`src/rtl/memory_access_unit_pkg.sv`:
```
// Shared types for the memory stage: payload bundles, control,
// memory FSM states and byte-lane helpers.
package memory_access_unit_pkg;

   localparam logic [1:0] MEM_BYTE = 2'b00;
   localparam logic [1:0] MEM_HALF = 2'b01;
   localparam logic [1:0] MEM_WORD = 2'b10;

   typedef enum logic [1:0] {
      WB_NONE,
      WB_ALU,
      WB_MEM,
      WB_PC4
   } writebackType_;

   typedef enum logic [1:0] {
      MEM_IDLE,
      MEM_REQUEST,
      MEM_RESPONSE
   } memState_;

   typedef struct packed {
      logic          valid;
      logic          illegal;
      logic [31:0]   programCounter;
      logic [31:0]   programCounterPlus4;
      logic [31:0]   result;
      logic [31:0]   storeData;
      logic [4:0]    destinationRegister;
      logic          memoryReadEnable;
      logic          memoryWriteEnable;
      logic [1:0]    memoryWidth;
      logic          memorySigned;
      writebackType_ writebackType;
   } executeMemoryPayload_;

   typedef struct packed {
      logic        valid;
      logic        illegal;
      logic [31:0] programCounter;
      logic [4:0]  destinationRegister;
      logic [31:0] data;
      logic        writebackEnable;
   } memoryWritebackPayload_;

   typedef struct packed {
      logic stall;
      logic flush;
   } control;

   function automatic logic [3:0] byteEnable(
      input logic [1:0] width,
      input logic [1:0] offset
   );
      case (width)
         MEM_BYTE: byteEnable = 4'b0001 << offset;
         MEM_HALF: byteEnable = 4'b0011 << offset;
         MEM_WORD: byteEnable = 4'b1111;
         default:  byteEnable = 4'b0000;
      endcase
   endfunction

endpackage

```
`src/rtl/memory_access_unit_load_aligner.sv`:
```
// Load extraction: shift the addressed lane down, then
// sign- or zero-extend to 32 bits.
module load_aligner
   import memory_access_unit_pkg::*;
(
   input  logic [31:0] dataReadData,
   input  logic [1:0]  offset,
   input  logic [1:0]  memoryWidth,
   input  logic        memorySigned,
   output logic [31:0] extendedData
);

   logic [31:0] w_shifted;

   assign w_shifted = dataReadData >> {offset, 3'b000};

   always_comb begin
      case (memoryWidth)
         MEM_BYTE: extendedData = {{24{memorySigned & w_shifted[7]}},
                                   w_shifted[7:0]};
         MEM_HALF: extendedData = {{16{memorySigned & w_shifted[15]}},
                                   w_shifted[15:0]};
         default:  extendedData = w_shifted;
      endcase
   end

endmodule

```
`src/rtl/memory_access_unit.sv`:
```
// Pipeline memory stage: data-bus handshake, lane alignment,
// load extraction, misalignment detection and stall generation.
module memory_access_unit
   import memory_access_unit_pkg::*;
#(
   parameter int addressWidth = 32
) (
   input  logic                   clock,
   input  logic                   resetN,
   input  executeMemoryPayload_   executeMemoryPayload,
   input  control                 memoryControl,
   output logic                   stallRequest,
   output memoryWritebackPayload_ memoryWritebackPayload,
   output logic                   dataRequestValid,
   input  logic                   dataRequestReady,
   output logic [addressWidth-1:0] dataAddress,
   output logic                   dataWriteEnable,
   output logic [3:0]             dataByteEnable,
   output logic [31:0]            dataWriteData,
   input  logic                   dataResponseValid,
   input  logic [31:0]            dataReadData
);

   memState_               r_state;
   memState_               w_nextState;
   executeMemoryPayload_   r_inst;
   executeMemoryPayload_   w_cur;
   memoryWritebackPayload_ r_out;
   memoryWritebackPayload_ w_next;
   logic                   r_squash;
   logic                   r_holdValid;
   logic [31:0]            r_holdRegister;
   logic                   w_memOp;
   logic                   w_aligned;
   logic                   w_alignedOp;
   logic                   w_misaligned;
   logic                   w_update;
   logic                   w_done;
   logic                   w_request;
   logic                   w_retire;
   logic                   w_hold;
   logic                   w_pending;
   logic [31:0]            w_loadWord;
   logic [31:0]            w_loadData;

   // Once a transaction is in flight, work from the latched copy.
   assign w_cur = (r_state == MEM_IDLE) ? executeMemoryPayload : r_inst;

   assign w_memOp = w_cur.valid &
                    (w_cur.memoryReadEnable | w_cur.memoryWriteEnable);

   always_comb begin
      case (w_cur.memoryWidth)
         MEM_BYTE: w_aligned = 1'b1;
         MEM_HALF: w_aligned = ~w_cur.result[0];
         MEM_WORD: w_aligned = (w_cur.result[1:0] == 2'b00);
         default:  w_aligned = 1'b0;
      endcase
   end

   assign w_alignedOp  = w_memOp & w_aligned;
   assign w_misaligned = w_memOp & ~w_aligned;
   assign w_update     = ~memoryControl.stall | memoryControl.flush;
   assign w_done       = r_holdValid | dataResponseValid;

   always_ff @(posedge clock or negedge resetN) begin
      if (!resetN) r_state <= MEM_IDLE;
      else         r_state <= w_nextState;
   end

   always_comb begin
      w_nextState = r_state;
      case (r_state)
         MEM_IDLE:
            if (w_request && !w_retire)
               w_nextState = dataRequestReady ? MEM_RESPONSE
                                              : MEM_REQUEST;
         MEM_REQUEST:
            if (dataRequestReady)
               w_nextState = w_retire ? MEM_IDLE : MEM_RESPONSE;
         MEM_RESPONSE:
            if (w_retire) w_nextState = MEM_IDLE;
         default: w_nextState = MEM_IDLE;
      endcase
   end

   always_comb begin
      w_request = 1'b0;
      w_retire  = 1'b0;
      w_hold    = 1'b0;
      case (r_state)
         MEM_IDLE:
            if (memoryControl.flush || !w_alignedOp) begin
               w_retire = 1'b1;
            end else if (!memoryControl.stall) begin
               w_request = 1'b1;
               w_retire  = dataRequestReady & w_cur.memoryWriteEnable;
            end
         MEM_REQUEST: begin
            w_request = 1'b1;
            w_retire  = dataRequestReady & w_cur.memoryWriteEnable &
                        w_update;
            w_hold    = dataRequestReady & w_cur.memoryWriteEnable &
                        ~w_update;
         end
         MEM_RESPONSE: begin
            w_retire = w_done & w_update;
            w_hold   = w_done & ~w_update;
         end
         default: ;
      endcase
   end

   assign w_pending    = (r_state == MEM_IDLE) ? w_alignedOp : 1'b1;
   assign stallRequest = resetN & w_pending & ~w_retire;

   assign dataRequestValid = resetN & w_request;
   assign dataAddress      = dataRequestValid ?
                             {w_cur.result[31:2], 2'b00} : '0;
   assign dataWriteEnable  = dataRequestValid & w_cur.memoryWriteEnable;
   assign dataByteEnable   = dataRequestValid ?
      byteEnable(w_cur.memoryWidth, w_cur.result[1:0]) : 4'b0000;

   always_comb begin
      dataWriteData = 32'h0;
      if (dataRequestValid) begin
         case (w_cur.memoryWidth)
            MEM_BYTE: dataWriteData = {4{w_cur.storeData[7:0]}};
            MEM_HALF: dataWriteData = {2{w_cur.storeData[15:0]}};
            default:  dataWriteData = w_cur.storeData;
         endcase
      end
   end

   assign w_loadWord = r_holdValid ? r_holdRegister : dataReadData;

   load_aligner u_load_aligner (
      .dataReadData (w_loadWord),
      .offset       (w_cur.result[1:0]),
      .memoryWidth  (w_cur.memoryWidth),
      .memorySigned (w_cur.memorySigned),
      .extendedData (w_loadData)
   );

   always_comb begin
      w_next = '0;
      if (w_retire && !memoryControl.flush && !r_squash && w_cur.valid) begin
         w_next.valid               = 1'b1;
         w_next.illegal             = w_cur.illegal | w_misaligned;
         w_next.programCounter      = w_cur.programCounter;
         w_next.destinationRegister = w_cur.destinationRegister;
         case (w_cur.writebackType)
            WB_ALU:  w_next.data = w_cur.result;
            WB_PC4:  w_next.data = w_cur.programCounterPlus4;
            WB_MEM:  w_next.data = w_loadData;
            default: w_next.data = 32'h0;
         endcase
         w_next.writebackEnable = ~w_next.illegal &
                                  (w_cur.writebackType != WB_NONE) &
                                  (w_cur.destinationRegister != 5'd0);
      end
   end

   always_ff @(posedge clock or negedge resetN) begin
      if (!resetN) begin
         r_out          <= '0;
         r_inst         <= '0;
         r_squash       <= 1'b0;
         r_holdValid    <= 1'b0;
         r_holdRegister <= 32'h0;
      end else begin
         if (w_update) r_out <= w_next;
         if (r_state == MEM_IDLE) r_inst <= executeMemoryPayload;
         if (r_state != MEM_IDLE && w_nextState == MEM_IDLE)
            r_squash <= 1'b0;
         else if (r_state != MEM_IDLE && memoryControl.flush)
            r_squash <= 1'b1;
         // A completion seen under stall parks here until it drops.
         if (w_retire) begin
            r_holdValid <= 1'b0;
         end else if (w_hold) begin
            r_holdValid <= 1'b1;
            if (dataResponseValid && !r_holdValid)
               r_holdRegister <= dataReadData;
         end
      end
   end

   assign memoryWritebackPayload = r_out;

endmodule

```
`config.mk`:
```
export PLATFORM = sky130hd
export DESIGN_NAME = memory_access_unit
export DESIGN_NICKNAME = d
export VERILOG_FILES = /design/src/rtl/memory_access_unit_pkg.sv /design/src/rtl/memory_access_unit_load_aligner.sv /design/src/rtl/memory_access_unit.sv
export SDC_FILE = /design/constraint.sdc
export NUM_CORES = 1
export LEC_CHECK = 0
export CORE_UTILIZATION = 50
export CTS_CLUSTER_DIAMETER = 200
export DETAILED_ROUTE_END_ITERATION = 10
export DONT_BUFFER_PORTS = 1
export PLACE_DENSITY_LB_ADDON = 0.2
export SLEW_MARGIN = 20
export SYNTH_ARGS = -nofsm -noshare
export SYNTH_HDL_FRONTEND = slang
export SYNTH_SLANG_ARGS = --single-unit
```
`constraint.sdc`:
```
create_clock -name clock -period 4.4 [get_ports clock]
set_input_delay 0.88 -clock clock [delete_from_list [all_inputs] [get_ports clock]]
set_output_delay 0.88 -clock clock [all_outputs]
set_load 0.05 [all_outputs]
```
Yosys cells after proc, flatten, opt, wreduce, memory -nomap -nowiden
Cells that the tools add are included.

storage, ports and cells
  output and inout port bits = 143
  word-level logic and storage cells = 110
  input port bits = 180
  register bits = 250

cells by class
  muxes and demuxes = 29
  bitwise operators = 26
  reduce and logical (&&, ||, !) cells = 23
  shift operators = 3
  equality and inequality tests = 7

operators with widths
  kind                                                                number
  142-bit two-way mux                                                 1
  32-bit case mux with 2 select lines                                 2
  32-bit two-way mux                                                  3
  32-bit case mux with 3 select lines                                 1
  72-bit two-way mux                                                  1
  32-bit by 5-bit right shift with 32-bit output                      1
  1-bit AND                                                           16
  4-bit case mux with 3 select lines                                  1
  2-bit two-way mux                                                   5
  1-bit two-way mux                                                   9
  2-bit == test (second input constant)                               4
  2-bit zero test                                                     4
  2-bit nonzero test                                                  4
  1-bit logical AND                                                   7
  2-bit by 1-bit == test with 1-bit output (second input constant)    3
  1-bit NOT                                                           6
  1-bit case mux with 3 select lines                                  2
  2-bit case mux with 3 select lines                                  1
  1-bit zero test                                                     5
  5-bit nonzero test                                                  1
  4-bit two-way mux                                                   1
  1-bit OR                                                            4
  1-bit case mux with 2 select lines                                  2
  1-bit by 2-bit left shift with 4-bit output (first input constant)  1
  other kinds (3)                                                     3

Depth between registers and ports, before layout
Gate-level depths: netlist of run 1.

  word-level depth = 16
  depth in mapped cells = 13

Hierarchy
From an unflattened synthesis of run 1, not the netlist that was laid out.

unflattened totals
  cell total of the unflattened synthesis = 1,049
  area total of the unflattened synthesis = 12,191.7 um^2

by module, submodules not included
  module              area an instance (um^2)  cells an instance  times used  seq. area each (um^2)
  memory_access_unit  11,383.4                 943                1           6,256.0
  load_aligner        808.3                    106                1           0.0

Worst setup path after synthesis of run 1
No wires, ideal clock.

  path type = in2out
  from = in executeMemoryPayload[45] (netlist name)
  to = out dataWriteData[18]
  slack = 164 ps
  buffers on the path = 1
  data arrival time = 3,356 ps
  stages on the path = 8
  cell sequence = mux2i_2 > inv_2 > nor3_4 > o211ai_4 > o31ai_4 > nand2_2 > buf_6 > nor3_1

on the way
  word-level cells in the longest chain between the ends = 10

RTL lines
  what                                line                       text
  from (decl)                         memory_access_unit.sv:10   input executeMemoryPayload_ executeMemoryPayload,
  142-bit two-way mux                 n/a
  2-bit zero test                     memory_access_unit.sv:56   MEM_WORD: w_aligned = (w_cur.result[1:0] == 2'b00);
  1-bit case mux with 3 select lines  memory_access_unit.sv:53   case (w_cur.memoryWidth)
  1-bit AND                           memory_access_unit.sv:61   assign w_alignedOp = w_memOp & w_aligned;
  1-bit zero test                     memory_access_unit.sv:93   if (memoryControl.flush || !w_alignedOp) begin
  1-bit logical OR                    memory_access_unit.sv:93
  1-bit two-way mux                   memory_access_unit.sv:93
  1-bit case mux with 2 select lines  memory_access_unit.sv:91   case (r_state)
  1-bit AND                           memory_access_unit.sv:117  assign dataRequestValid = resetN & w_request;
  32-bit two-way mux                  memory_access_unit.sv:126  if (dataRequestValid) begin
  to (decl)                           memory_access_unit.sv:19   output logic [31:0] dataWriteData,

Every way passes these cells.

Worst setup path in the final report of run 1
  from = reg r_state[1]
  to = out dataWriteData[22]

on the way
  word-level cells in the longest chain between the ends = 11

RTL lines
  what                                                             line                                                text
  from (decl)                                                      memory_access_unit.sv:24                            memState_ r_state;
  from (signal assigned)                                           memory_access_unit.sv:68                            else r_state <= w_nextState;
  2-bit zero test                                                  memory_access_unit.sv:47, memory_access_unit.sv:91
  142-bit two-way mux                                              n/a
  2-bit == test, or another cell as far along                      memory_access_unit.sv:53
  1-bit case mux with 3 select lines or 1-bit AND (tied branches)  memory_access_unit.sv:53, memory_access_unit.sv:49
  1-bit AND                                                        memory_access_unit.sv:61
  1-bit zero test                                                  memory_access_unit.sv:93
  1-bit logical OR                                                 memory_access_unit.sv:93
  1-bit two-way mux                                                memory_access_unit.sv:93
  1-bit case mux with 2 select lines                               memory_access_unit.sv:91
  1-bit AND                                                        memory_access_unit.sv:117
  32-bit two-way mux *                                             memory_access_unit.sv:126

Mark *: on every way between the ends. The rest lies on a longest branch, timed or not.

==> flow_metrics.tcl, run 1 <==
set metrics [dict create \
    ys_types 65 \
    grt_pass1_vias 8300 \
    drc_errors 0 \
    port_buffers 0 \
    fin_cells 1398 \
    grt_max_degree 277 \
    hold_class "input pin to async pin" \
    rsz0062_at_grt "no" \
    avgSynthCellArea_sq_um 12.1 \
    final_layout_size_suffix_gt1_share_pct 33.2 \
    grt_pass1_wl_mm 50.5 \
    dieArea_sq_um 25000 \
    arrival_ns 3.31 \
    dr.first_iter.drc_count 660 \
    dp_hpwl_mm 24.3 \
    worstPathMaxFanout 44 \
    layout.cells.most_common "dfrtp_1" \
    fin_tns_setup_ns 0 \
    worstPathCellList "inv_1 > ha_4 > buf_12 > mux2i_4 > inv_4 > a21oi_2 > o211ai_4 > o31ai_4 > nand2_2 > buf_6 > nor3_2 > buf_4" \
    synthToLayoutAreaGrowth_pct 16.6 \
    p_leak_nw 6.52 \
    design.core.area_sq_um 23700 \
    layout.nets 1238 \
    end_kind "output pin" \
    min_period_ns 4.19 \
    startpoint_type "register" \
    ys_warn_count 0 \
    yosys.area.top_type_share_pct 51.3 \
    avgViaCountPerCell 5.97 \
    holdWs_ns 0.0559 \
    grt_use_total_pct 26.9 \
    num_io_pins 323 \
    rr_startpoint "r_state[1]$_DFF_PN0_" \
    antenna_found_initial 6 \
    setup_viol 0 \
    clock_sink_count 250 \
    drt_wl_total_mm 34.2 \
    synth_largest_area_cell "dfrtp_1" \
    grt_overflow_total 0 \
    cts_buffer_depth 3 \
    cts_htree_levels 1 \
    die_y_microns 158 \
    place_congestion 0.940 \
    worstPathRequired_ns 3.52 \
    critPathMaxStageDelay_ns 0.44 \
    cts-root-buf "clkbuf_16" \
    grt.met2_usage_pct 41.7 \
    nFillCells 1933 \
    reg2reg_to "memoryWritebackPayload[31]$_DFFE_PN0N_" \
    rows 56 \
    cts_tree "built" \
    wl_per_cell_microns 24.5 \
    ant_nets 0 \
    cts_inserted_buffers 27 \
    yosysSeqAreaShare_pct 51.3 \
    dr_total_vias 8352 \
    dpl.cell_count 1342 \
    slowest_stage "dfrtp_1" \
    dieWidth_microns 158 \
    maxCapViolCount 0 \
    maxSlewViolCount 0 \
    syn_inst 1006 \
    synthesis.area_sq_um 12200 \
    max_freq_mhz 239 \
    p_total_mw 9.41 \
    finalCritPeriodShare_pct 95.1 \
    grt-busiest-layer "met2" \
    ys_top_cells_by_area "dfrtp_1, mux2_2, mux2i_1" \
    grtUsageMet1_pct 35.3 \
    synth-seq-cells 250 \
    hold_viol_final 0 \
    cts_hold_buffers 0 \
    fin_skew_ns 0.0108 \
    tightest_slew_ns 0.903 \
    rrSetupSlack_ns 0.67 \
    final_cell_mix "dfrtp_1, mux2_2, nor2_1, nand2_1, buf_4" \
    firstDrtPassIters 5 \
    gr-usage-met3_pct 8.08 \
    synth-async-reset-ratio_pct 100 \
    status "finished, final reports clean" \
    ir_worst_vdd_v 0.000446 \
    power_density_nw_per_um2 662 \
    synth_edf_count 0 \
    start_util_pct 51.5 \
    synthFlopType "dfrtp_1" \
    clk-insertion-delay-late_ns 0.53 \
    worstRegToRegCells 12 \
    worstSetupPathType "register to output pin" \
    maxSlewHeadroom_pct 39.8 \
    clkTransAtPathRegs_ns 0.06 \
]
logic make-up (layout without fill, tap and decap cells):
family | count (synthesis) | in the layout | share of synthesized area, %
DFF | 250 | 250 | 51.3
muxes | 223 | 223 | 23.0
and+or+nand+nor | 220 | 220 | 8.78
AOI/OAI and AO/OA | 196 | 196 | 12.2
buffers and inverters | 112 | 179 | 4.25
adders and majority gates | 4 | 4 | 0.411
other | 1 | 7 | 0.0308
worst max-delay path: cells and delay by family (launching register included):
family	cells	cell delay [ns]
buffers and inverters	5	0.93
AO/OA/AOI/OAI	3	0.61
flip-flops	1	0.44
AND/OR/NAND/NOR	2	0.34
multiplexers	1	0.26
adder cells (fa/ha/maj)	1	0.18
registers in the layout (all words and copies together) (netlist names):
name / count
r_inst: 142
r_state: 2
r_holdRegister: 32
r_squash: 1
memoryWritebackPayload: 72
r_holdValid: 1
Yosys cell counts, drive strengths merged (2+ instances only):
library cell  number
nor2              79
a221oi             5
dfrtp            250
a211oi            27
a22oi              7
nand3             10
nor3              19
o211ai             5
buf               38
o21bai             2
nand2             72
nor4               3
inv               40
clkbuf            34
o22ai              6
a31oi              6
mux4              18
o21ai             36
o2111ai            3
and2               2
mux2i             53
a32o               4
a22o              44
nand4              2
a21oi             33
mux2             152
nor2b              3
and3              24
a2bb2oi            3
ha                 4
o21a               2
o221ai             5
routing by layer:
layer  vias to the layer above  share of wire (%)
met5                         -              0.038
met4                         2                3.6
met3                        68                9.1
met2                       359                 46
met1                      4179                 41
li1                       3744                  -
stage by stage:
step	worst slack, ns	instance area, sq um	utilization [%]
after floorplan	0.164	12200	-
after global placement	0.710	13300	56.0
after detailed placement	0.606	13300	56.0
after CTS	0.0329	14200	59.8
after global routing	0.0897	14200	60.0
final	0.214	14200	60.0
final cells by class:
type | count | area [sq um] | area share [%]
timing repair buffer | 90 | 1020 | 7.16
clock inverter | 11 | 115 | 0.810
multi-input combinational | 645 | 5480 | 38.5
inverter | 40 | 155 | 1.09
tap | 319 | 399 | 2.81
clock buffer | 38 | 777 | 5.47
sequential | 250 | 6260 | 44.0
antenna | 5 | 12.5 | 0.0881
power breakdown:
part,total (mW),switching (mW),internal (mW)
registers,3.39,0.528,2.86
logic,3.76,2.23,1.53
clock network,2.26,0.912,1.35
how the worst max path moves through the flow:
stage	from	end	slack, ns	depth (start not counted)
after floorplan	executeMemoryPayload[45]	dataWriteData[18]	0.16	8
after CTS	r_state[0]$_DFF_PN0_	dataByteEnable[3]	0.03	11
after global routing	r_state[1]$_DFF_PN0_	dataByteEnable[3]	0.09	12
after global placement	r_state[0]$_DFF_PN0_	dataWriteData[15]	0.71	11
after detailed placement	r_state[0]$_DFF_PN0_	dataByteEnable[3]	0.61	11
final	r_state[1]$_DFF_PN0_	dataWriteData[22]	0.21	12
timing repair:
| action | in CTS | in global routing |
|---|---|---|
| hold endpoints to repair | 0 | 0 |
| gates resized for setup | 0 | 1 |
| setup endpoints to repair | 0 | 33 |
| setup buffers | 0 | 2 |
No activity file was read; power rests on OpenSTA's default activity.
==> inputs of run 2 (changes only) <==
--- a/config.mk
+++ b/config.mk
@@ -13,4 +13,5 @@
 export SLEW_MARGIN = 20
 export SYNTH_ARGS = -nofsm -noshare
 export SYNTH_HDL_FRONTEND = slang
+export SYNTH_HIERARCHICAL = 1
 export SYNTH_SLANG_ARGS = --single-unit
==> run 2 against run 1 <==
Wire length fell by 1.8%. Critical path depth fell by 2. First-iteration DRC count up 11%. Worst setup slack lost 0.079 ns. Sequential power grew 15%. Register-to-register slack got worse by 0.12 ns. Die area hardly changed. Core utilization is 0.66 points higher.
==> flow_metrics.tcl, run 2 <==
set metrics [dict create \
    cts_hold_buffers 0 \
    clkTransAtPathRegs_ns 0.07 \
    synth_edf_count 0 \
    synth-async-reset-ratio_pct 100 \
    worstPathCellList "inv_1 > ha_4 > mux2i_2 > inv_2 > or4_1 > o221ai_2 > nand2_2 > buf_8 > a211oi_2 > buf_6" \
    worstPathRequired_ns 3.52 \
    startpoint_type "register" \
    utilization_pct 60.7 \
    holdWs_ns 0.0314 \
    grt_max_degree 262 \
    synthesis.area_sq_um 12200 \
    wl_per_cell_microns 23.4 \
    antenna_found_initial 5 \
    place_congestion 0.874 \
    clock_sink_count 250 \
    hold_viol_final 0 \
    cts_htree_levels 1 \
    dp_hpwl_mm 22.7 \
    crit_family "buffers and inverters" \
    max_freq_mhz 234 \
    fin_skew_ns 0.00962 \
    min_period_ns 4.27 \
    finalCritPeriodShare_pct 96.9 \
    fin_tns_setup_ns 0 \
    rows 56 \
    synth_largest_area_cell "dfrtp_1" \
    grt_overflow_total 0 \
    cts_tree "built" \
    maxSlewHeadroom_pct 30.7 \
    final_layout_size_suffix_gt1_share_pct 32.1 \
    synth-seq-cells 250 \
    start_util_pct 51.5 \
    cts-root-buf "clkbuf_16" \
    power_density_nw_per_um2 746 \
    synthFlopType "dfrtp_1" \
    syn_inst 1049 \
    maxCapViolCount 0 \
    fin_cells 1436 \
    final_cell_mix "dfrtp_1, nor2_1, mux2_2, buf_4, a22o_1" \
    maxSlewViolCount 0 \
    dpl.cell_count 1377 \
    end_kind "output pin" \
    grt_pass1_vias 8362 \
    ys_types 64 \
    avgSynthCellArea_sq_um 11.6 \
    p_leak_nw 6.69 \
    ys_warn_count 6 \
    drc_errors 0 \
    layout.cells.most_common "dfrtp_1" \
    slowest_stage "or4_1" \
    dieWidth_microns 158 \
    rsz0062_at_grt "yes" \
    cp_num_buf_inv 4 \
    layout.nets 1274 \
    worstSetupPathType "register to output pin" \
    synth_common_cells "dfrtp_1, nor2_1, mux2_2" \
    yosys.area.top_type_share_pct 51.3 \
    grt_use_total_pct 25.9 \
    design.core.area_sq_um 23700 \
    worstPathMaxFanout 46 \
    grt_pass1_wl_mm 49.3 \
    die_y_microns 158 \
    setup_viol 0 \
    arrival_ns 3.39 \
    status "finished, final reports clean" \
    dieArea_sq_um 25000 \
    ir_worst_vdd_v 0.000370 \
    clk-insertion-delay-late_ns 0.54 \
    firstDrtPassIters 5 \
    regMostFlops "r_inst" \
    tightest_slew_ns 1.04 \
    cts_buffer_depth 3 \
    largest_reg_flops 142 \
    port_buffers 0 \
    hold_class "input pin to async pin" \
    synth_most_common_cell "dfrtp_1" \
    yosysSeqAreaShare_pct 51.3 \
    drt_wl_total_mm 33.6 \
    critPathMaxStageDelay_ns 0.57 \
    ant_nets 0 \
    num_io_pins 323 \
    cts_inserted_buffers 28 \
    synthToLayoutAreaGrowth_pct 17.8 \
    ys_top_cells_by_area "dfrtp_1, mux2_2, mux2i_1" \
    dr.first_iter.drc_count 733 \
    avgViaCountPerCell 5.96 \
    dr_total_vias 8555 \
]
-- run 2: stage by stage --
stage / cell area [sq um] / setup slack (ns) / power (mW)
after floorplan: 12200 / 0.0416 / 6.91
after global placement: 13200 / 0.608 / 7.92
after detailed placement: 13200 / 0.502 / 7.99
after CTS: 14300 / 0.0396 / 10.8
after global routing: 14400 / -0.0222 / 11.3
final: 14400 / 0.134 / 10.7
-- run 2: repair_timing --
action / 4_1_cts / 5_1_grt
setup endpoints to repair: 13 / 37
setup buffers: 2 / 0
resized for setup: 1 / 13
pin swaps: 0 / 0
-- run 2: cells by family after synthesis --
family | synth area share, %
buffers and inverters | 4.78
adder cells (fa/ha/maj) | 0.411
multiplexers | 21.3
AO/OA/AOI/OAI | 13.5
other | 0.0308
flip-flops | 51.3
XOR/XNOR | 0.0719
AND/OR/NAND/NOR | 8.57
-- run 2: power by group --
group          total, mW  switching [mW]  internal (mW)
Clock               2.73           0.975           1.76
Combinational       4.08            2.40           1.68
Sequential          3.91           0.761           3.15
Total               10.7            4.13           6.59
-- run 2: metal layers --
layer	global-route usage [%]	part of all wire, %	vias up
li1	-	-	3856
met5	0	0.039	-
met4	9.39	3.4	2
met1	32.6	39	4254
met3	7.14	9.2	67
met2	42.5	48	376
-- run 2: path summary, 6_finish.rpt --
check | start | slack (ns) | end | cells after the start
max | r_state[1]$_DFF_PN0_ | 0.13 | dataWriteData[11] | 10
min | resetN | 0.03 | memoryWritebackPayload[64]$_DFFE_PN0N_ | 0
max reg2reg | r_state[1]$_DFF_PN0_ | 0.55 | memoryWritebackPayload[15]$_DFFE_PN0N_ | 13
min reg2reg | r_holdRegister[0]$_DFFE_PN0P_ | 0.49 | r_holdRegister[0]$_DFFE_PN0P_ | 1
max in group asynchronous | resetN | 3.96 | r_holdRegister[4]$_DFFE_PN0P_ | 0
min in group clock | dataReadData[0] | 0.47 | r_holdRegister[0]$_DFFE_PN0P_ | 1
-- run 2: final cells by class --
class | count | area [sq um]
Timing Repair Buffer | 91 | 861
Inverter | 51 | 191
Antenna cell | 5 | 12.5
Clock inverter | 18 | 312
Clock buffer | 34 | 795
Fill cell | 1972 | 9320
Sequential cell | 250 | 6260
Tap cell | 319 | 399
Multi-Input combinational cell | 668 | 5540
==> inputs of run 3 (changes only) <==
--- a/config.mk
+++ b/config.mk
@@ -5,6 +5,7 @@
 export SDC_FILE = /design/constraint.sdc
 export NUM_CORES = 1
 export LEC_CHECK = 0
+export ABC_AREA = 1
 export CORE_UTILIZATION = 50
 export CTS_CLUSTER_DIAMETER = 200
 export DETAILED_ROUTE_END_ITERATION = 10
==> run 3 against run 2 <==
Hold slack improved by 0.0056 ns. Sequential power hardly changed. Count of clock-buffer cells in the layout is 2 higher. Core utilization decreased by 2.4 points. Synthesized cell count is 48% higher. Fmax is 2.0% higher. Die area down 1.2%. Highest routed layer is now met4. Clock skew hardly changed. Final area fell by 4.5%.
==> flow_metrics.tcl, run 3 <==
set metrics [dict create \
    cp_common_cell "buf_4" \
    final_layout_size_suffix_gt1_share_pct 13.9 \
    largest_reg_flops 142 \
    gr-usage-met3_pct 7.43 \
    maxCapViolCount 0 \
    fin_tns_setup_ns 0 \
    synthFlopType "dfrtp_1" \
    cts_hold_buffers 0 \
    ant_nets 0 \
    regMostFlops "r_inst" \
    dieWidth_microns 157 \
    grt_max_degree 253 \
    tightest_slew_ns 0.864 \
    synthesis.area_sq_um 12000 \
    yosys.area.top_type_share_pct 51.9 \
    worstPathRequired_ns 3.52 \
    grt-busiest-layer "met2" \
    worstPathMaxFanout 58 \
    firstDrtPassIters 5 \
    worstSetupPathType "register to output pin" \
    ys_types 37 \
    synth-seq-cells 250 \
    drc_errors 0 \
    cts_setup_buffers 0 \
    start_util_pct 51.2 \
    critPathMaxStageDelay_ns 0.57 \
    maxSlewViolCount 0 \
    drt_wl_total_mm 34.9 \
    clk-insertion-delay-late_ns 0.54 \
    dieArea_sq_um 24700 \
    rows 56 \
    nFillCells 2190 \
    hold_viol_final 0 \
    p_total_mw 11.3 \
    avgSynthCellArea_sq_um 7.76 \
    max_freq_mhz 239 \
    syn_inst 1553 \
    design.core.area_sq_um 23500 \
    dpl.cell_count 1869 \
    ys_warn_count 6 \
    port_buffers 0 \
    dr.first_iter.drc_count 1026 \
    grt_overflow_total 0 \
    cts-root-buf "clkbuf_16" \
    grt_pass1_wl_mm 53.0 \
    worstRegToRegCells 12 \
    layout.cells.most_common "nand2_1" \
    fin_skew_ns 0.00915 \
    ir_worst_vdd_v 0.000348 \
    end_kind "output pin" \
    p_leak_nw 7.22 \
    clkTransAtPathRegs_ns 0.06 \
    cp_num_buf_inv 4 \
    final_cell_mix "nand2_1, dfrtp_1, o21ai_0, inv_1, buf_4" \
    rsz0062_at_grt "no" \
    num_io_pins 323 \
    power_density_nw_per_um2 822 \
    avgViaCountPerCell 5.36 \
    dr_total_vias 10281 \
    arrival_ns 3.30 \
    setup_viol 0 \
    rrSetupSlack_ns 0.76 \
    cts_htree_levels 1 \
    synth_common_cells "nand2_1, dfrtp_1, o21ai_0" \
    crit_family "buffers and inverters" \
    synth_edf_count 0 \
    maxSlewHeadroom_pct 42.4 \
    synth_most_common_cell "nand2_1" \
    startpoint_type "register" \
    antenna_found_initial 2 \
    finalCritPeriodShare_pct 95.0 \
    grt_use_total_pct 27.8 \
    grt.met2_usage_pct 45.9 \
    synthToLayoutAreaGrowth_pct 13.9 \
    fin_cells 1919 \
    synth-async-reset-ratio_pct 100 \
    layout.nets 1764 \
    synth_largest_area_cell "dfrtp_1" \
    grtUsageMet1_pct 35.2 \
    worstPathCellList "inv_1 > ha_4 > buf_4 > nand2_1 > o21ai_2 > nand2_2 > buf_4 > a21oi_1 > buf_4" \
    ys_top_cells_by_area "dfrtp_1, nand2_1, o21ai_0" \
    wl_per_cell_microns 18.2 \
    place_congestion 0.864 \
    cts_buffer_depth 3 \
    cts_inserted_buffers 28 \
    grt_pass1_vias 9674 \
    reg2reg_to "memoryWritebackPayload[4]$_DFFE_PN0N_" \
    dp_hpwl_mm 23.5 \
    min_period_ns 4.18 \
    clock_sink_count 250 \
    rr_startpoint "r_state[0]$_DFF_PN0_" \
    slowest_stage "buf_4" \
    status "finished, final reports clean" \
    die_y_microns 157 \
    cts_tree "built" \
    hold_class "input pin to async pin" \
    yosysSeqAreaShare_pct 51.9 \
]
==> run 3: cell count changes in the layout (fill, tap and decap cells not counted), sizes merged, moves of 26 or more <==
cell	change
nand2	+614
nor2	-54
or2	+41
a21oi	+28
a22o	-68
mux2	-161
a211oi	-26
o21ai	+156
o32ai	-32
nand3	+46
inv	+76
mux2i	-64
==> run 3: logic make-up after synthesis <==
group,share of synthesized area (%)
DFF,51.9
buffers and inverters,7.87
other,0.0311
and+or+nand+nor,28.4
adders and majority gates,0.416
AOI/OAI and AO/OA,11.4
==> run 3: how the worst max path moves through the flow <==
stage / slack (ns) / endpoint / depth (start not counted) / startpoint
finish: 0.22 / dataWriteData[20] / 9 / r_state[0]$_DFF_PN0_
global route: 0.02 / dataByteEnable[0] / 10 / r_state[0]$_DFF_PN0_
CTS: 0.05 / dataWriteData[16] / 11 / r_state[0]$_DFF_PN0_
detailed placement: 0.56 / dataWriteData[16] / 13 / r_state[0]$_DFF_PN0_
global placement: 0.78 / dataWriteData[20] / 13 / r_state[0]$_DFF_PN0_
floorplan: 0.54 / dataByteEnable[0] / 12 / executeMemoryPayload[4]
==> run 3: where the power goes <==
part | internal [mW] | switching [mW]
Combinational | 1.34 | 3.40
Clock | 1.66 | 0.942
Sequential | 3.09 | 0.857
==> run 3: final cells by class <==
class                   count  area (sq um)  area share, %
diodes                      2          5.00         0.0365
flip-flops and latches    250          6260           45.6
inverters                 127           487           3.55
repair buffers             88           668           4.87
clock inverters            12           255           1.86
well taps                 319           399           2.91
clock buffers              36           781           5.69
multi-input cells        1085          4870           35.5
==> run 3: layer usage <==
metal	vias to the layer above	share of wire, %
li1	4933	-
met1	4862	41
met2	411	47
met3	75	9.1
met4	0	3.0
met5	-	0
==> run 3: timing repair <==
action	in CTS	in global routing
gates resized for setup	1	5
hold endpoints to repair	0	0
endpoints found under the setup margin	2	67
==> run 3: per-stage QoR <==
stage          worst slack (ns)  utilization, %  instance area (sq um)  hold slack, ns
6_report                  0.220            58.3                  13700          0.0370
5_1_grt                  0.0167            58.3                  13700          0.0119
4_1_cts                  0.0536            58.2                  13700          0.0143
3_5_place_dp              0.563            53.8                  12700           0.456
3_3_place_gp              0.775            53.8                  12700           0.450
2_1_floorplan             0.542               -                  12000           0.438
